File: config.mk
export PLATFORM = sky130hd
export DESIGN_NAME = decode_fwd
export DESIGN_NICKNAME = d
export VERILOG_FILES = /design/src/rtl/decode_fwd.sv
export SDC_FILE = /design/constraint.sdc
export NUM_CORES = 1
export LEC_CHECK = 0
export CORE_AREA = 2 2 192 194
export CTS_BUF_LIST = sky130_fd_sc_hd__clkbuf_4
export DETAILED_ROUTE_END_ITERATION = 16
export DIE_AREA = 0 0 194 196
export SLEW_MARGIN = 20
export SYNTH_ARGS = -nofsm -noshare
export SYNTH_HDL_FRONTEND = slang
export SYNTH_SLANG_ARGS = --single-unit
File: constraint.sdc
create_clock -name clk -period 5.52 [get_ports clk]
set_input_delay 1.104 -clock clk [delete_from_list [all_inputs] [get_ports clk]]
set_output_delay 1.104 -clock clk [all_outputs]
set_load 0.005 [all_outputs]
File: src/rtl/decode_fwd.sv
// RV32I-style decode stage with valid/ready handshakes, writeback forwarding, load-use interlock
// and a saturating stall counter. Define DECODE_ILLEGAL_TRAP_EN to add the ex_illegal output.
module decode_fwd #(
  parameter int XLEN        = 32,
  parameter int FWD_PORTS   = 2,
  parameter int STALL_CNT_W = 16
) (
  input  logic                      clk,
  input  logic                      rst,
  input  logic                      flush,
  input  logic                      if_valid,
  output logic                      if_ready,
  input  logic [XLEN-1:0]           if_pc,
  input  logic [XLEN-1:0]           if_pcp4,
  input  logic [31:0]               if_inst,
  output logic [4:0]                rs1_addr,
  output logic [4:0]                rs2_addr,
  input  logic [XLEN-1:0]           rf_rdata1,
  input  logic [XLEN-1:0]           rf_rdata2,
  input  logic [FWD_PORTS-1:0]      wb_we,
  input  logic [5*FWD_PORTS-1:0]    wb_rd,
  input  logic [XLEN*FWD_PORTS-1:0] wb_data,
  input  logic                      ex_is_load,
  input  logic [4:0]                ex_rd,
  output logic                      ex_valid,
  input  logic                      ex_ready,
  output logic [XLEN-1:0]           ex_pc,
  output logic [XLEN-1:0]           ex_pcp4,
  output logic [XLEN-1:0]           ex_imm,
  output logic [XLEN-1:0]           ex_rs1_data,
  output logic [XLEN-1:0]           ex_rs2_data,
  output logic [31:0]               ex_inst,
  output logic [6:0]                ex_funct7,
  output logic [4:0]                ex_wreg,
  output logic [3:0]                ex_alu_fn,
  output logic                      ex_regwrite,
  output logic [1:0]                ex_memtoreg,
  output logic [1:0]                ex_memrw,
  output logic [2:0]                ex_membranch,
  output logic [2:0]                ex_alu_ctrl,
  output logic [2:0]                ex_alu_src,
`ifdef DECODE_ILLEGAL_TRAP_EN
  output logic                      ex_illegal,
`endif
  output logic [STALL_CNT_W-1:0]    stall_cnt
);

  localparam logic [6:0] OP_LUI    = 7'b0110111;
  localparam logic [6:0] OP_AUIPC  = 7'b0010111;
  localparam logic [6:0] OP_JAL    = 7'b1101111;
  localparam logic [6:0] OP_JALR   = 7'b1100111;
  localparam logic [6:0] OP_BRANCH = 7'b1100011;
  localparam logic [6:0] OP_LOAD   = 7'b0000011;
  localparam logic [6:0] OP_STORE  = 7'b0100011;
  localparam logic [6:0] OP_ALUI   = 7'b0010011;
  localparam logic [6:0] OP_RTYPE  = 7'b0110011;

  localparam logic [1:0] MTR_ALU  = 2'b00;
  localparam logic [1:0] MTR_MEM  = 2'b01;
  localparam logic [1:0] MTR_PCP4 = 2'b10;

  localparam logic [1:0] MRW_NONE  = 2'b00;
  localparam logic [1:0] MRW_WRITE = 2'b01;
  localparam logic [1:0] MRW_READ  = 2'b10;

  localparam logic [2:0] MB_NONE = 3'b000;
  localparam logic [2:0] MB_EQ   = 3'b001;
  localparam logic [2:0] MB_NE   = 3'b010;
  localparam logic [2:0] MB_LT   = 3'b011;
  localparam logic [2:0] MB_GE   = 3'b100;
  localparam logic [2:0] MB_JAL  = 3'b110;
  localparam logic [2:0] MB_JALR = 3'b111;

  localparam logic [2:0] AC_NORMAL  = 3'b000;
  localparam logic [2:0] AC_COMPARE = 3'b001;
  localparam logic [2:0] AC_NOALU   = 3'b010;
  localparam logic [2:0] AC_JUMP    = 3'b011;
  localparam logic [2:0] AC_LOAD    = 3'b101;
  localparam logic [2:0] AC_STORE   = 3'b110;

  logic [6:0] opcode;
  logic [2:0] funct3;
  logic [4:0] rd_field;

  logic [XLEN-1:0] imm_i, imm_s, imm_b, imm_u, imm_j;

  logic [XLEN-1:0] dec_imm;
  logic [4:0]      dec_wreg;
  logic [3:0]      dec_alu_fn;
  logic            dec_regwrite;
  logic [1:0]      dec_memtoreg;
  logic [1:0]      dec_memrw;
  logic [2:0]      dec_membranch;
  logic [2:0]      dec_alu_ctrl;
  logic [2:0]      dec_alu_src;

  logic uses_rs2, hazard, hold, accept;
  logic [XLEN-1:0] fwd_rs1, fwd_rs2, ref_rs1, ref_rs2;

  logic                   ex_valid_q, ex_valid_d;
  logic [XLEN-1:0]        ex_pc_q, ex_pc_d;
  logic [XLEN-1:0]        ex_pcp4_q, ex_pcp4_d;
  logic [XLEN-1:0]        ex_imm_q, ex_imm_d;
  logic [XLEN-1:0]        ex_rs1_data_q, ex_rs1_data_d;
  logic [XLEN-1:0]        ex_rs2_data_q, ex_rs2_data_d;
  logic [31:0]            ex_inst_q, ex_inst_d;
  logic [6:0]             ex_funct7_q, ex_funct7_d;
  logic [4:0]             ex_wreg_q, ex_wreg_d;
  logic [3:0]             ex_alu_fn_q, ex_alu_fn_d;
  logic                   ex_regwrite_q, ex_regwrite_d;
  logic [1:0]             ex_memtoreg_q, ex_memtoreg_d;
  logic [1:0]             ex_memrw_q, ex_memrw_d;
  logic [2:0]             ex_membranch_q, ex_membranch_d;
  logic [2:0]             ex_alu_ctrl_q, ex_alu_ctrl_d;
  logic [2:0]             ex_alu_src_q, ex_alu_src_d;
  logic [STALL_CNT_W-1:0] stall_cnt_q, stall_cnt_d;

  // Lowest-index matching writeback port wins; x0 always reads as zero.
  function automatic logic [XLEN-1:0] fwd_pick(
    input logic [4:0]                rs,
    input logic [XLEN-1:0]           fallback,
    input logic [FWD_PORTS-1:0]      we,
    input logic [5*FWD_PORTS-1:0]    rd,
    input logic [XLEN*FWD_PORTS-1:0] data
  );
    logic [XLEN-1:0] r;
    r = fallback;
    for (int i = FWD_PORTS - 1; i >= 0; i--) begin
      if (we[i] && (rd[5*i +: 5] == rs)) r = data[XLEN*i +: XLEN];
    end
    if (rs == 5'd0) r = '0;
    return r;
  endfunction

  assign opcode   = if_inst[6:0];
  assign funct3   = if_inst[14:12];
  assign rd_field = if_inst[11:7];
  assign rs1_addr = if_inst[19:15];
  assign rs2_addr = if_inst[24:20];

  assign imm_i = XLEN'($signed(if_inst[31:20]));
  assign imm_s = XLEN'($signed({if_inst[31:25], if_inst[11:7]}));
  assign imm_b = XLEN'($signed({if_inst[31], if_inst[7], if_inst[30:25], if_inst[11:8], 1'b0}));
  assign imm_u = XLEN'($signed({if_inst[31:12], 12'b0}));
  assign imm_j = XLEN'($signed({if_inst[31], if_inst[19:12], if_inst[20], if_inst[30:21], 1'b0}));

  always_comb begin
    dec_imm       = '0;
    dec_wreg      = rd_field;
    dec_alu_fn    = 4'b0000;
    dec_regwrite  = 1'b0;
    dec_memtoreg  = MTR_ALU;
    dec_memrw     = MRW_NONE;
    dec_membranch = MB_NONE;
    dec_alu_ctrl  = AC_NORMAL;
    dec_alu_src   = 3'b000;
    case (opcode)
      OP_LUI: begin
        dec_imm      = imm_u;
        dec_regwrite = 1'b1;
        dec_alu_ctrl = AC_NOALU;
      end
      OP_AUIPC: begin
        dec_alu_src  = 3'b100;
        dec_imm      = imm_u;
        dec_regwrite = 1'b1;
      end
      OP_JAL: begin
        dec_alu_src   = 3'b100;
        dec_imm       = imm_j;
        dec_regwrite  = 1'b1;
        dec_memtoreg  = MTR_PCP4;
        dec_membranch = MB_JAL;
        dec_alu_ctrl  = AC_JUMP;
      end
      OP_JALR: begin
        dec_alu_src   = 3'b010;
        dec_imm       = imm_i;
        dec_alu_fn    = 4'b0001;
        dec_regwrite  = 1'b1;
        dec_memtoreg  = MTR_PCP4;
        dec_membranch = MB_JALR;
        dec_alu_ctrl  = AC_JUMP;
      end
      OP_LOAD: begin
        dec_alu_src  = 3'b010;
        dec_imm      = imm_i;
        dec_alu_fn   = {1'b0, funct3};
        dec_regwrite = 1'b1;
        dec_memrw    = MRW_READ;
        dec_memtoreg = MTR_MEM;
        dec_alu_ctrl = AC_LOAD;
      end
      OP_ALUI: begin
        dec_alu_src  = 3'b010;
        dec_imm      = imm_i;
        dec_alu_fn   = {1'b0, funct3};
        dec_regwrite = 1'b1;
      end
      OP_BRANCH: begin
        dec_alu_src  = 3'b011;
        dec_imm      = imm_b;
        dec_alu_fn   = {1'b0, funct3};
        dec_alu_ctrl = AC_COMPARE;
        // Unsigned compares reuse lt/ge; alu_fn carries the signedness.
        case (funct3)
          3'b000:         dec_membranch = MB_EQ;
          3'b001:         dec_membranch = MB_NE;
          3'b100, 3'b110: dec_membranch = MB_LT;
          3'b101, 3'b111: dec_membranch = MB_GE;
          default:        dec_membranch = MB_NONE;
        endcase
      end
      OP_STORE: begin
        dec_alu_src  = 3'b010;
        dec_imm      = imm_s;
        dec_alu_fn   = {1'b0, funct3};
        dec_memrw    = MRW_WRITE;
        dec_wreg     = 5'd0;
        dec_alu_ctrl = AC_STORE;
      end
      OP_RTYPE: begin
        dec_alu_src  = 3'b011;
        dec_alu_fn   = {if_inst[30], funct3};
        dec_regwrite = 1'b1;
      end
      default: begin
        dec_wreg = 5'd0;
      end
    endcase
  end

  // rs1 is always checked (conservative for U/J forms); rs2 only where it is a real source.
  assign uses_rs2 = (opcode == OP_BRANCH) || (opcode == OP_STORE) || (opcode == OP_RTYPE);
  assign hazard   = if_valid && ex_is_load && (ex_rd != 5'd0) &&
                    ((ex_rd == rs1_addr) || (uses_rs2 && (ex_rd == rs2_addr)));
  assign hold     = ex_valid_q && !ex_ready;
  assign if_ready = !rst && !hazard && !flush && (!ex_valid_q || ex_ready);
  assign accept   = if_valid && if_ready;

  assign fwd_rs1 = fwd_pick(rs1_addr, rf_rdata1, wb_we, wb_rd, wb_data);
  assign fwd_rs2 = fwd_pick(rs2_addr, rf_rdata2, wb_we, wb_rd, wb_data);
  assign ref_rs1 = fwd_pick(ex_inst_q[19:15], ex_rs1_data_q, wb_we, wb_rd, wb_data);
  assign ref_rs2 = fwd_pick(ex_inst_q[24:20], ex_rs2_data_q, wb_we, wb_rd, wb_data);

  always_comb begin
    ex_valid_d     = ex_valid_q;
    ex_pc_d        = ex_pc_q;
    ex_pcp4_d      = ex_pcp4_q;
    ex_imm_d       = ex_imm_q;
    ex_rs1_data_d  = ex_rs1_data_q;
    ex_rs2_data_d  = ex_rs2_data_q;
    ex_inst_d      = ex_inst_q;
    ex_funct7_d    = ex_funct7_q;
    ex_wreg_d      = ex_wreg_q;
    ex_alu_fn_d    = ex_alu_fn_q;
    ex_regwrite_d  = ex_regwrite_q;
    ex_memtoreg_d  = ex_memtoreg_q;
    ex_memrw_d     = ex_memrw_q;
    ex_membranch_d = ex_membranch_q;
    ex_alu_ctrl_d  = ex_alu_ctrl_q;
    ex_alu_src_d   = ex_alu_src_q;
    if (rst) begin
      ex_valid_d     = 1'b0;
      ex_pc_d        = '0;
      ex_pcp4_d      = '0;
      ex_imm_d       = '0;
      ex_rs1_data_d  = '0;
      ex_rs2_data_d  = '0;
      ex_inst_d      = '0;
      ex_funct7_d    = '0;
      ex_wreg_d      = '0;
      ex_alu_fn_d    = '0;
      ex_regwrite_d  = 1'b0;
      ex_memtoreg_d  = '0;
      ex_memrw_d     = '0;
      ex_membranch_d = '0;
      ex_alu_ctrl_d  = '0;
      ex_alu_src_d   = '0;
    end else if (flush) begin
      ex_valid_d = 1'b0;
    end else if (hold) begin
      ex_rs1_data_d = ref_rs1;
      ex_rs2_data_d = ref_rs2;
    end else if (accept) begin
      ex_valid_d     = 1'b1;
      ex_pc_d        = if_pc;
      ex_pcp4_d      = if_pcp4;
      ex_imm_d       = dec_imm;
      ex_rs1_data_d  = fwd_rs1;
      ex_rs2_data_d  = fwd_rs2;
      ex_inst_d      = if_inst;
      ex_funct7_d    = if_inst[31:25];
      ex_wreg_d      = dec_wreg;
      ex_alu_fn_d    = dec_alu_fn;
      ex_regwrite_d  = dec_regwrite;
      ex_memtoreg_d  = dec_memtoreg;
      ex_memrw_d     = dec_memrw;
      ex_membranch_d = dec_membranch;
      ex_alu_ctrl_d  = dec_alu_ctrl;
      ex_alu_src_d   = dec_alu_src;
    end else begin
      ex_valid_d = 1'b0;
    end
  end

  always_comb begin
    stall_cnt_d = stall_cnt_q;
    if (rst) begin
      stall_cnt_d = '0;
    end else if (if_valid && !if_ready && (stall_cnt_q != '1)) begin
      stall_cnt_d = stall_cnt_q + STALL_CNT_W'(1);
    end
  end

  always_ff @(posedge clk) begin
    ex_valid_q     <= ex_valid_d;
    ex_pc_q        <= ex_pc_d;
    ex_pcp4_q      <= ex_pcp4_d;
    ex_imm_q       <= ex_imm_d;
    ex_rs1_data_q  <= ex_rs1_data_d;
    ex_rs2_data_q  <= ex_rs2_data_d;
    ex_inst_q      <= ex_inst_d;
    ex_funct7_q    <= ex_funct7_d;
    ex_wreg_q      <= ex_wreg_d;
    ex_alu_fn_q    <= ex_alu_fn_d;
    ex_regwrite_q  <= ex_regwrite_d;
    ex_memtoreg_q  <= ex_memtoreg_d;
    ex_memrw_q     <= ex_memrw_d;
    ex_membranch_q <= ex_membranch_d;
    ex_alu_ctrl_q  <= ex_alu_ctrl_d;
    ex_alu_src_q   <= ex_alu_src_d;
    stall_cnt_q    <= stall_cnt_d;
  end

`ifdef DECODE_ILLEGAL_TRAP_EN
  logic dec_illegal;
  logic ex_illegal_q, ex_illegal_d;

  assign dec_illegal = !((opcode == OP_LUI)    || (opcode == OP_AUIPC) || (opcode == OP_JAL)   ||
                         (opcode == OP_JALR)   || (opcode == OP_BRANCH) || (opcode == OP_LOAD) ||
                         (opcode == OP_STORE)  || (opcode == OP_ALUI)  || (opcode == OP_RTYPE));

  always_comb begin
    ex_illegal_d = ex_illegal_q;
    if (rst) begin
      ex_illegal_d = 1'b0;
    end else if (!flush && !hold && accept) begin
      ex_illegal_d = dec_illegal;
    end
  end

  always_ff @(posedge clk) begin
    ex_illegal_q <= ex_illegal_d;
  end

  assign ex_illegal = ex_illegal_q;
`endif

  assign ex_valid     = ex_valid_q;
  assign ex_pc        = ex_pc_q;
  assign ex_pcp4      = ex_pcp4_q;
  assign ex_imm       = ex_imm_q;
  assign ex_rs1_data  = ex_rs1_data_q;
  assign ex_rs2_data  = ex_rs2_data_q;
  assign ex_inst      = ex_inst_q;
  assign ex_funct7    = ex_funct7_q;
  assign ex_wreg      = ex_wreg_q;
  assign ex_alu_fn    = ex_alu_fn_q;
  assign ex_regwrite  = ex_regwrite_q;
  assign ex_memtoreg  = ex_memtoreg_q;
  assign ex_memrw     = ex_memrw_q;
  assign ex_membranch = ex_membranch_q;
  assign ex_alu_ctrl  = ex_alu_ctrl_q;
  assign ex_alu_src   = ex_alu_src_q;
  assign stall_cnt    = stall_cnt_q;

endmodule

# ---- Word-level counts from Yosys, hierarchy flattened
# Cells that the tools add are included.
dict set report op_classes {
  add_sub_neg 1
  multipliers 0
  div 0
  magnitude_cmp 0
  n_eq_ne 27
  shifts 0
  muxes 27
  bitwise_logic 2
  n_reduce_logical 51
}
# cell n
set op_table {}
lappend op_table {{$mux W32} 16}
lappend op_table {{$pmux W32 S5} 1}
lappend op_table {{$eq A5 B5 Y1} 10}
lappend op_table {{$eq A7 B6 Y1 const B} 3}
lappend op_table {{$eq A7 B7 Y1 const B} 3}
lappend op_table {{$logic_not A5 Y1} 4}
lappend op_table {{$logic_and A1 B1 Y1} 19}
lappend op_table {{$pmux W3 S3} 2}
lappend op_table {{$add A16 B1 Y16 const B} 1}
lappend op_table {{$ne A16 B16 Y1 const B} 1}
lappend op_table {{$pmux W3 S5} 1}
lappend op_table {{$eq A7 B5 Y1 const B} 2}
lappend op_table {{$reduce_or A2 Y1} 7}
lappend op_table {{$eq A3 B3 Y1 const B} 4}
lappend op_table {{$pmux W3 S4} 1}
lappend op_table {{$pmux W4 S3} 1}
lappend op_table {{$reduce_and A3 Y1} 3}
lappend op_table {{$ne A4 B1 Y1 const B} 2}
lappend op_table {{$pmux W2 S2} 2}
lappend op_table {{$reduce_or A4 Y1} 2}
lappend op_table {{$reduce_or A8 Y1} 1}
lappend op_table {{$eq A7 B2 Y1 const B} 1}
lappend op_table {{$reduce_or A7 Y1} 1}
lappend op_table {{$logic_not A1 Y1} 6}
lappend op_table {{other kinds (9)} 14}
dict set report totals {
  regBits 239
  latch_bits 0
  ramBits 0
  mem_bits_ro 0
  in_bits 247
  output_inout_bits 250
  elab_cells 125
  n_memories 0
}

# ---- Logic depth before layout (Yosys ltp)
dict set report depth {
  word_depth 13
  depth_mapped 11
  ltp_nobuf 7
}

# ---- Worst setup path before layout
# OpenSTA, ideal clock, no wires.
dict set report synth_path {
  path_type {input-to-output}
  startpoint {input port if_inst[20]}
  endpoint {output port if_ready}
  arrival_time_ps 2108
  required_time_ps 4416
  path_slack_ps 2308
  stages 6
  n_path_buf 1
  path_cell_list {buf_4 > xor2_1 > nor4_1 > and3_1 > o21ai_4 > and2_1}
}
dict set report synth_via {
  elab_chain_len 8
}
# item line
set synth_rtl {}
lappend synth_rtl {{start: declaration} 15} ;# input logic [31:0] if_inst,
lappend synth_rtl {{$eq A5 B5 Y1} 236} ;# ((ex_rd == rs1_addr) || (uses_rs2 && (ex_rd == rs2_addr)));
lappend synth_rtl {{$logic_and A1 B1 Y1} 236}
lappend synth_rtl {{$logic_or A1 B1 Y1} 236}
lappend synth_rtl {{$logic_and A1 B1 Y1} 235} ;# assign hazard = if_valid && ex_is_load && (ex_rd != 5'd0) &&
lappend synth_rtl {{$logic_not A1 Y1} 238} ;# assign if_ready = !rst && !hazard && !flush && (!ex_valid_q || ex_ready);
lappend synth_rtl {{$logic_and A1 B1 Y1 (3 in series)} 238}
lappend synth_rtl {{end: declaration} 12} ;# output logic if_ready,
# Every way passes these cells.

# ---- Worst setup path after layout
dict set report layout_path {
  startpoint {input port if_inst[0]}
  endpoint {output port if_ready}
}
dict set report layout_via {
  elab_chain_len 10
  elab_cells_between_ends 12
  classes_between {eq/ne (3); reduce/logical (9)}
}
# item line
set layout_rtl {}
lappend layout_rtl {{$eq A7 B7 Y1 / $eq A7 B6 Y1 (equally long branches)} 234} ;# assign uses_rs2 = (opcode == OP_BRANCH) || (opcode == OP_STORE) || (opcode == OP_RTYPE);
lappend layout_rtl {{$logic_or A1 B1 Y1} 234}
lappend layout_rtl {{$logic_or A1 B1 Y1 (*)} 234}
lappend layout_rtl {{$logic_and A1 B1 Y1 (*)} 236}
lappend layout_rtl {{$logic_or A1 B1 Y1 (*)} 236}
lappend layout_rtl {{$logic_and A1 B1 Y1 (*)} 235}
lappend layout_rtl {{$logic_not A1 Y1 (*)} 238}
lappend layout_rtl {{$logic_and A1 B1 Y1 (*) (3 in series)} 238}
# Every way passes the cells marked *; elsewhere a longest branch is shown, timed or not.

==> impl_metrics.toml <==
[status]
status = "finished, final reports clean"

[yosys]
syn_area_um2 = 12000
synth.distinct_cells = 56
synth_edf_count = 0
syn-num-nets = 1762
yosysWarnings = 0
async_flop_share = 0
ys_ff_latch = 232
ys.flop_type = "dfxtp_1"
post_synth_inst_count = 1514
yosysSeqAreaShare = 0.388
postSynthAreaPerCell_um2 = 7.90

[sta]
final.period_utilization = 0.820
setup_violations = 0
finClkSkew_ps = 52.8
slew_violations = 0
worst_pin_slew_ps = 987
setup_tns_ps = 0
finalHoldViolCount = 0
rsz0062_at_grt = "false"
min_period_ps = 4520
slew_headroom = 0.342
clock.fmax_mhz = 221

[global_route]
grt_usage = 0.262
grt_overflow = 0
grt_max_degree = 94
grt_pass1_wl_um = 78500
antenna_found_initial = 3
grt_pass1_vias = 13200

[drt]
dr.pass1.iters = 5
routed_via_density = 5.29
ant_nets = 0
drt_iter0_markers = 690
drt-wirelength-per-cell_um = 20.8
vias = 13100
drt_wl_total_um = 51600
drcViolationCount = 0

[floorplan]
die_h_um = 196
ios = 497
rows = 70
die_w_um = 194
design.die.area_um2 = 38000
core_um2 = 36100
start_util = 0.332

[cts]
cts_tree = "yes"
cts_resized = 0
cts_buffers = 71
cts_sinks = 232
path_clk_slew_ps = 60
hold_buffers = 0
cts_buffer_depth = 3
post_cts_buffers = 0
cts_root_buf = "clkbuf_4"
htree_num_levels = 3
worstSkewPairLatency_ps = 720

[power_and_ir_drop]
power_w = 0.00436
leakage_nw = 6.33
power_density_nw_per_um2 = 243
peakVddDrop_uv = 182

[cells_and_area]
drive_gt1_frac = 0.0818
finalNetCount = 2201
final-seq-area_um2 = 4640
final_util = 0.496
fillerInstances = 3554
multi_input_area_um2 = 6540
syn_to_final_growth_pct = 49.6

[min_path]
min_path_type = "register to register"

[worst_setup_path]
crit_fanout = 11
crit_type = "primary input to output pin"
endpoint_kind = "output pin"
required_ps = 4420
cp-start-kind = "primary input"
arrival_ps = 3420

[placement]
gp_congestion = 0.864
port_buffers = 496
dp_hpwl_um = 35100

[flow_run]
drv_cap = 0
[sequential cells by signal (all words and copies together), names as in the netlist]
register      cells
ex_alu_ctrl       3
ex_alu_src        3
ex_valid          1
ex_rs1_data      32
ex_wreg           5
ex_pcp4          32
ex_regwrite       1
ex_membranch      3
ex_alu_fn         4
ex_memrw          2
ex_imm           32
ex_rs2_data      32
ex_inst          32
stall_cnt        16
ex_memtoreg       2
ex_pc            32
[synthesized netlist by cell type, drive strengths merged, types with 2 or more instances]
library cell  count  area [um^2]
nor2            254          953
nand2           235          882
dfxtp           232         4640
a211oi          154         1170
a21oi           136          688
buf              79          522
clkbuf           77          297
mux2i            65          651
o32a             64          641
xor2             39          342
nand3            31          160
nor3             28          140
xnor2            15          131
nor4             12         75.1
and3              9         56.3
o21ai             9         56.3
nand2b            8         50.1
nor2b             8         57.6
inv               6         22.5
and2              5         31.3
nand4             5         31.3
or4               5         37.5
a221oi            4         35.0
a21o              3         22.5
a311oi            3         26.3
mux2              3         33.8
or3               3         18.8
a31o              2         17.5
a32oi             2         17.5
o2111a            2         22.5
o31ai             2         15.0
[worst paths after layout]
kind | start | to | depth (start not counted) | slack [ps]
setup / recovery | if_inst[0] | if_ready | 8 | 1000
hold / removal | ex_pcp4[5] | ex_pcp4[5] | 2 | 450
hold reg to reg | ex_pcp4[5] | ex_pcp4[5] | 2 | 450
setup reg to reg | stall_cnt[6] | stall_cnt[7] | 7 | 3140
[critical path, cell delays in order]
cell             delay, ps
clkdlybuf4s50_1        430
nand2_1                340
nor4b_1                110
buf_4                  170
and3_1                 170
o21ai_4                340
and2_1                 230
clkdlybuf4s50_1        510
[per-stage QoR]
stage                     hold WS [ps]  instances  instance area (um^2)  worst slack [ps]
after floorplan                    448       1514                 12000              2310
after global placement             439       2348                 17000               973
after detailed placement           446       2348                 17000               985
after CTS                          454       2472                 17900               984
after global routing               470       2474                 17900               910
final                              452       2476                 17900               996
[cells in the final DEF (no fill, tap or decap), types with 3 or more instances in the layout]
cell type | netlist | layout
mux2i_1 | 65 | 65
diode_2 | 0 | 4
a21o_1 | 3 | 3
a211oi_1 | 152 | 152
nor4_1 | 12 | 12
o21ai_2 | 0 | 4
a311oi_1 | 3 | 3
buf_4 | 32 | 25
nand2b_1 | 8 | 8
clkbuf_4 | 2 | 106
a21oi_1 | 134 | 134
and3_1 | 9 | 6
nand2_1 | 235 | 235
a221oi_1 | 4 | 4
or4_1 | 5 | 5
inv_1 | 6 | 6
o21ai_0 | 4 | 4
clkdlybuf4s50_1 | 0 | 495
nor2b_1 | 7 | 7
nand3_2 | 1 | 4
xor2_1 | 39 | 39
nand4_1 | 5 | 5
xnor2_1 | 15 | 15
clkinv_1 | 0 | 13
nand3_1 | 30 | 26
mux2_2 | 3 | 3
dfxtp_1 | 232 | 232
and2_1 | 5 | 5
nor2_1 | 254 | 252
nor3_1 | 28 | 28
or3_1 | 3 | 3
o32a_1 | 64 | 64
[final cells by class]
type | count | area share
Multi-Input combinational cell | 1120 | 0.365
Timing Repair Buffer | 522 | 0.289
Sequential cell | 232 | 0.260
Clock buffer | 106 | 0.0445
Tap cell | 468 | 0.0327
Clock inverter | 18 | 0.00720
Inverter | 6 | 0.00126
Antenna cell | 4 | 0.000559
[layer usage]
metal	track usage	up-vias	part of all wire
met5	0	-	0
met4	0.106	0	0.030
met3	0.104	86	0.11
met2	0.431	565	0.46
met1	0.305	6172	0.40
li1	-	6270	-
[power by group]
part           switching (W)  internal [W]  total (W)
logic               0.000343      0.000420   0.000763
clock network       0.000812      0.000969    0.00178
registers          0.0000529       0.00176    0.00181
total                0.00121       0.00315    0.00436
[kinds of logic (layout without fill, tap and decap cells)]
logic type,Yosys count,after routing,share of synthesized area
AND/OR/NAND/NOR,608,608,0.212
AO/OA/AOI/OAI,389,389,0.232
flip-flops,232,232,0.388
buffers and inverters,162,652,0.0703
multiplexers,68,68,0.0572
XOR/XNOR,54,54,0.0395
adder cells (fa/ha/maj),1,1,0.00105
other,0,4,0
Power figures use the tool's default switching activity.
==> edit 1, RTL diff (config.mk and constraints unchanged) <==
The parameter `FWD_PORTS` goes from 2 to 4.
--- a/src/rtl/decode_fwd.sv
+++ b/src/rtl/decode_fwd.sv
@@ -4,3 +4,3 @@
   parameter int XLEN        = 32,
-  parameter int FWD_PORTS   = 2,
+  parameter int FWD_PORTS   = 4,
   parameter int STALL_CNT_W = 16
Interface: changed (resized wb_data, wb_rd and wb_we); port bits go from 497 to 573. The function was not compared with the original's and may differ.
==> edit 1 against the unedited design <==
  * Critical path depth shrank 2
  * Power up 5.7%
  * Wire length increased by 35%
  * Worst setup slack worse by 0.20 ns
  * Highest routed layer is now met5
  * Synthesized cell count up 35%
  * Area after synthesis grew 22%
  * Combinational power rose by 35%
  * Global-route usage rose by 8.5 points
  * Sequential cell count is the same
  * Cell area is 19% higher
  * Worst hold slack got worse by 0.0012 ns
==> edit 1: results (changes against the unedited design) <==
outcome:
  status: "completed"
synthesis:
  synth.top_cells.by_count: "498 x nand2_1, 232 x dfxtp_1, 195 x o21ai_0, 188 x a21oi_1"
  async_flop_share: 0  # unchanged
  synth_warnings: 0  # unchanged
  yosys.cell_types.count: 56  # unchanged
  synthTopCellsByArea: "dfxtp_1 32%, nand2_1 13%, o21ai_0 6.7%"
  netlist_area_um2: 14600  # +22%
  synth-seq-area-share: 0.319  # -0.0696
  syn_nets: 2373  # +35%
  avgSynthCellArea_um2: 7.12  # -10%
cts:
  cts-resized-gates: 0  # unchanged
  clk_path_buf_depth: 3  # unchanged
  numCtsBuffers: 71  # unchanged
  cts_root_buf: "clkbuf_4"
  post_cts_buffers: 0  # unchanged
  htree_levels: 3  # unchanged
  clk_pin_slew_ns: 0.06  # about the same
detailed_routing:
  drt_iter0_drc: 1308  # +90%
  dr_wl_met2_um: 33800  # +41%
  routed-wl-met3_um: 6710  # +19%
  detail_route.vias_per_cell: 5.76  # +8.9%
  routedWlPerCell_um: 22.8  # +9.2%
  wl_met1_um: 25600  # +25%
  topRoutingLayerUsed: "met5"
  dr.pass1.iters: 5  # unchanged
placement:
  port_buffers: 572  # +15%
  dpl.hpwl_um: 47600  # +36%
  gp_congestion: 0.954  # +10%
  placed_cells: 2913  # +24%
critical_path:
  cp_data_arrival_time_ns: 3.62  # +0.20 ns
  worst_path_largest_cell_delay_ns: 0.53  # +0.02 ns
  critPathTopFamily: "buffers and inverters"
  slowest_stage: "clkdlybuf4s50_1"
  path_max_fanout: 12  # +1
global_routing:
  antenna_found_initial: 24  # +21
  grt_use_met3: 0.0947  # -0.00928
  grt_max_degree: 99  # +5.3%
  use_met1: 0.389  # +0.0841
  grt_pass1_vias: 16726  # +27%
  grt_util_all_layers: 0.347  # +0.0846
  grt_pass1_wl_um: 102000  # +30%
  grt.met2_usage: 0.595  # +0.164
final_layout:
  instances_no_fill: 3054  # +23%
  fin_nets: 2842  # +29%
  final_layout_size_suffix_gt1_frac: 0.0967  # +0.0148
timing:
  fin_skew_ns: 0.0260  # -0.0268 ns
  tightest_slew_ns: 1.06  # +0.0685 ns
pwr:
  irDropWorstVdd_mv: 0.161  # -11%
  p_leak_nw: 7.47  # +18%
worst_hold_path:
  hold_class: "reg -> reg"
-- edit 1: per-stage QoR --
step	hold WS [ns]	utilization	setup slack, ns	cell area (um^2)
after floorplan	0.448	-	2.15	14600
after global placement	0.439	0.564	0.850	20300
after detailed placement	0.443	0.564	0.834	20300
after CTS	0.452	0.589	0.829	21300
after global routing	0.466	0.590	0.708	21300
final	0.451	0.591	0.796	21300
-- edit 1: final cells by class --
class | count | area (um^2)
sequential | 232 | 4640
clock inverter | 21 | 165
multi-input combinational | 1560 | 8860
clock buffer | 99 | 743
tap | 468 | 586
timing repair buffer | 615 | 6120
antenna | 21 | 52.6
inverter | 38 | 143
fill | 3477 | 14800
-- edit 1: where the power goes --
group / switching, W / internal [W] / leakage (nW)
sequential: 0.0000553 / 0.00175 / 1.89
clock: 0.000796 / 0.000965 / 0.540
combinational: 0.000499 / 0.000535 / 5.04
-- edit 1: kinds of logic (layout without fill, tap and decap cells) --
logic type | after synthesis | count (layout) | share of synthesized area
muxes | 7 | 7 | 0.00532
xor gates and xnor gates | 97 | 97 | 0.0583
and+or+nand+nor | 756 | 756 | 0.214
adders and majority gates | 1 | 1 | 0.000858
AOI/OAI and AO/OA | 699 | 699 | 0.322
DFF | 232 | 232 | 0.319
buffers and inverters | 257 | 773 | 0.0808
other | 0 | 21 | 0
-- edit 1: path summary, 6_finish.rpt --
check / slack [ns] / to / depth (start not counted) / from
worst max-delay path: 0.80 / if_ready / 6 / ex_rd[1]
worst max register to register: 2.44 / ex_rs2_data[12] / 8 / ex_inst[24]
worst min-delay path: 0.45 / ex_imm[31] / 2 / ex_imm[31]
worst min register to register: 0.45 / ex_imm[31] / 2 / ex_imm[31]
-- edit 1: tightest hold or removal path, stage by stage (launching register included) --
cell     delay [ns]
dfxtp_1        0.31
nand2_1        0.05
a21oi_1        0.05
==> edit 2, RTL diff (config.mk and constraints unchanged) <==
Made on the original files. Put one more register stage on the output `stall_cnt`. The value now appears one clock later. The other outputs are not delayed to match.
--- a/src/rtl/decode_fwd.sv
+++ b/src/rtl/decode_fwd.sv
@@ -375,3 +375,5 @@
   assign ex_alu_src   = ex_alu_src_q;
-  assign stall_cnt    = stall_cnt_q;
+  always_ff @(posedge clk) begin
+    stall_cnt <= stall_cnt_q;
+  end
 
Function: changed (Yosys sat finds a counterexample within 4 cycles, from zero or initial values and one cycle with rst high).
==> edit 2 against the unedited design <==
  * Clock power is 3% lower
  * Sequential cell count up 16
  * Die area unchanged
  * Count of clock-buffer cells in the layout is 9 lower
  * Cell area is 3.4% higher
  * Power is 1.1% higher
  * Worst setup slack worse by 0.20 ns
  * Worst hold slack lost 0.073 ns
  * Wire length grew 1.9%
  * Area after synthesis is 4.0% higher
  * Highest routed layer is now met5
==> edit 2: results (changes against the unedited design) <==
pwr:
  p_leak_nw: 6.47  # +2.3%
  irDropWorstVdd_mv: 0.146  # -20%
detailed_routing:
  dr.pass1.iters: 7  # +2
  drt_iter0_drc: 902  # +31%
  dr_wl_met2_um: 25200  # +5.5%
  detail_route.vias_per_cell: 5.23  # -1.2%
  routed-wl-met3_um: 5750  # +2.4%
  routedWlPerCell_um: 20.1  # -3.3%
  topRoutingLayerUsed: "met5"
  wl_met1_um: 20300  # -1.1%
placement:
  dpl.hpwl_um: 37200  # +5.9%
  port_buffers: 496  # unchanged
  gp_congestion: 0.909  # +5.2%
synthesis:
  synth-seq-area-share: 0.399  # +0.0110
  synth_xor_area_frac: 0.0429  # +0.00342
  synthTopCellsByArea: "dfxtp_1 40%, nand2_1 11%, nor2_1 6.1%"
  muxShareOfSynthArea: 0.0532  # -0.00399
  synth_warnings: 0  # unchanged
  async_flop_share: 0  # unchanged
  synth.top_cells.by_count: "352 x nand2_1, 248 x dfxtp_1, 202 x nor2_1, 136 x a21oi_1, 110 x nor3_1"
  yosys.cell_types.count: 51  # -8.9%
  syn_nets: 1897  # +7.7%
  synth_compound_gate_area_share: 0.151  # -0.0810
  synth_fa_ha_area_frac: 0.00101  # -0.0000399
critical_path:
  cp_data_arrival_time_ns: 3.62  # +0.20 ns
  worst_path_largest_cell_delay_ns: 0.74  # +0.23 ns
  critPathTopFamily: "buffers and inverters"
  slowest_stage: "clkdlybuf4s50_1"
  path_max_fanout: 13  # +2
cts:
  cts-resized-gates: 0  # unchanged
  cts_root_buf: "clkbuf_4"
  numCtsBuffers: 73  # +2.8%
  clk_pin_slew_ns: 0.06  # about the same
  htree_levels: 3  # unchanged
  post_cts_buffers: 0  # unchanged
  clk_path_buf_depth: 3  # unchanged
  clock_latency_ns: 0.72  # about the same
flow_run:
  max_cap_violations: 0  # unchanged
global_routing:
  grt_pass1_wl_um: 79700  # +1.5%
  grt_util_all_layers: 0.267  # +0.00470
  antenna_found_initial: 3  # unchanged
  grt_pass1_vias: 13358  # +1.2%
  grt_max_degree: 97  # +3.2%
outcome:
  status: "completed"
final_layout:
  fin_nets: 2345  # +6.5%
  final_layout_size_suffix_gt1_frac: 0.103  # +0.0214
timing:
  finalSetupViolations: 0  # unchanged
  fin_skew_ns: 0.0348  # -0.0180 ns
  slew_headroom: 0.273  # -0.0690
worst_hold_path:
  hold_class: "reg -> reg"
-- edit 2: changes by cell type after synthesis, moves of 11 or more --
cell and delta:
o21ai_0 +70, nor2_1 -52, nor3_1 +82, o32a_1 -64, nand2_1 +117, clkbuf_1 +20, xnor2_1 +11, a31oi_1 +63
dfxtp_1 +16, nor3_2 +60, nand3_1 -11, a211oi_1 -140, buf_4 -14
-- edit 2: cell type report --
class	instances	area (um^2)
clock inverter	22	140
multi-input combinational	1241	6820
clock buffer	97	728
inverter	5	18.8
antenna	2	5.00
timing repair buffer	528	5250
tap	468	586
sequential	248	4960
fill	3647	17600
-- edit 2: cells by family (layout without fill, tap and decap cells) --
family	after synthesis	in the layout
other	0	2
adders and majority gates	1	1
and+or+nand+nor	790	790
muxes	66	66
AOI/OAI and AO/OA	323	323
DFF	248	248
xor gates and xnor gates	61	61
buffers and inverters	160	652
-- edit 2: where the power goes --
part,leakage (nW),switching (W),internal (W)
clock network,0.512,0.000822,0.000902
registers,2.02,0.0000443,0.00186
logic,3.94,0.000369,0.000410
-- edit 2: stage by stage --
step	area, um^2	utilization	std cells	setup WS [ns]
detailed placement	17600	0.487	2488	0.779
floorplan	12400	-	1649	1.92
global route	18500	0.513	2610	0.641
finish	18500	0.513	2611	0.797
global placement	17600	0.487	2488	0.705
CTS	18400	0.511	2607	0.772
-- edit 2: layer usage --
metal	vias up	track usage
li1	6535	-
met1	6418	0.315
met2	604	0.446
met3	85	0.0982
met4	2	0.0943
met5	-	0
-- edit 2: worst paths after layout --
path | start | end | slack, ns | cells after the start
setup / recovery | if_inst[5] | if_ready | 0.80 | 8
hold / removal | stall_cnt_q[13] | stall_cnt[13] | 0.38 | 0
setup reg to reg | ex_inst[16] | ex_rs1_data[31] | 2.74 | 6
hold reg to reg | stall_cnt_q[13] | stall_cnt[13] | 0.38 | 0
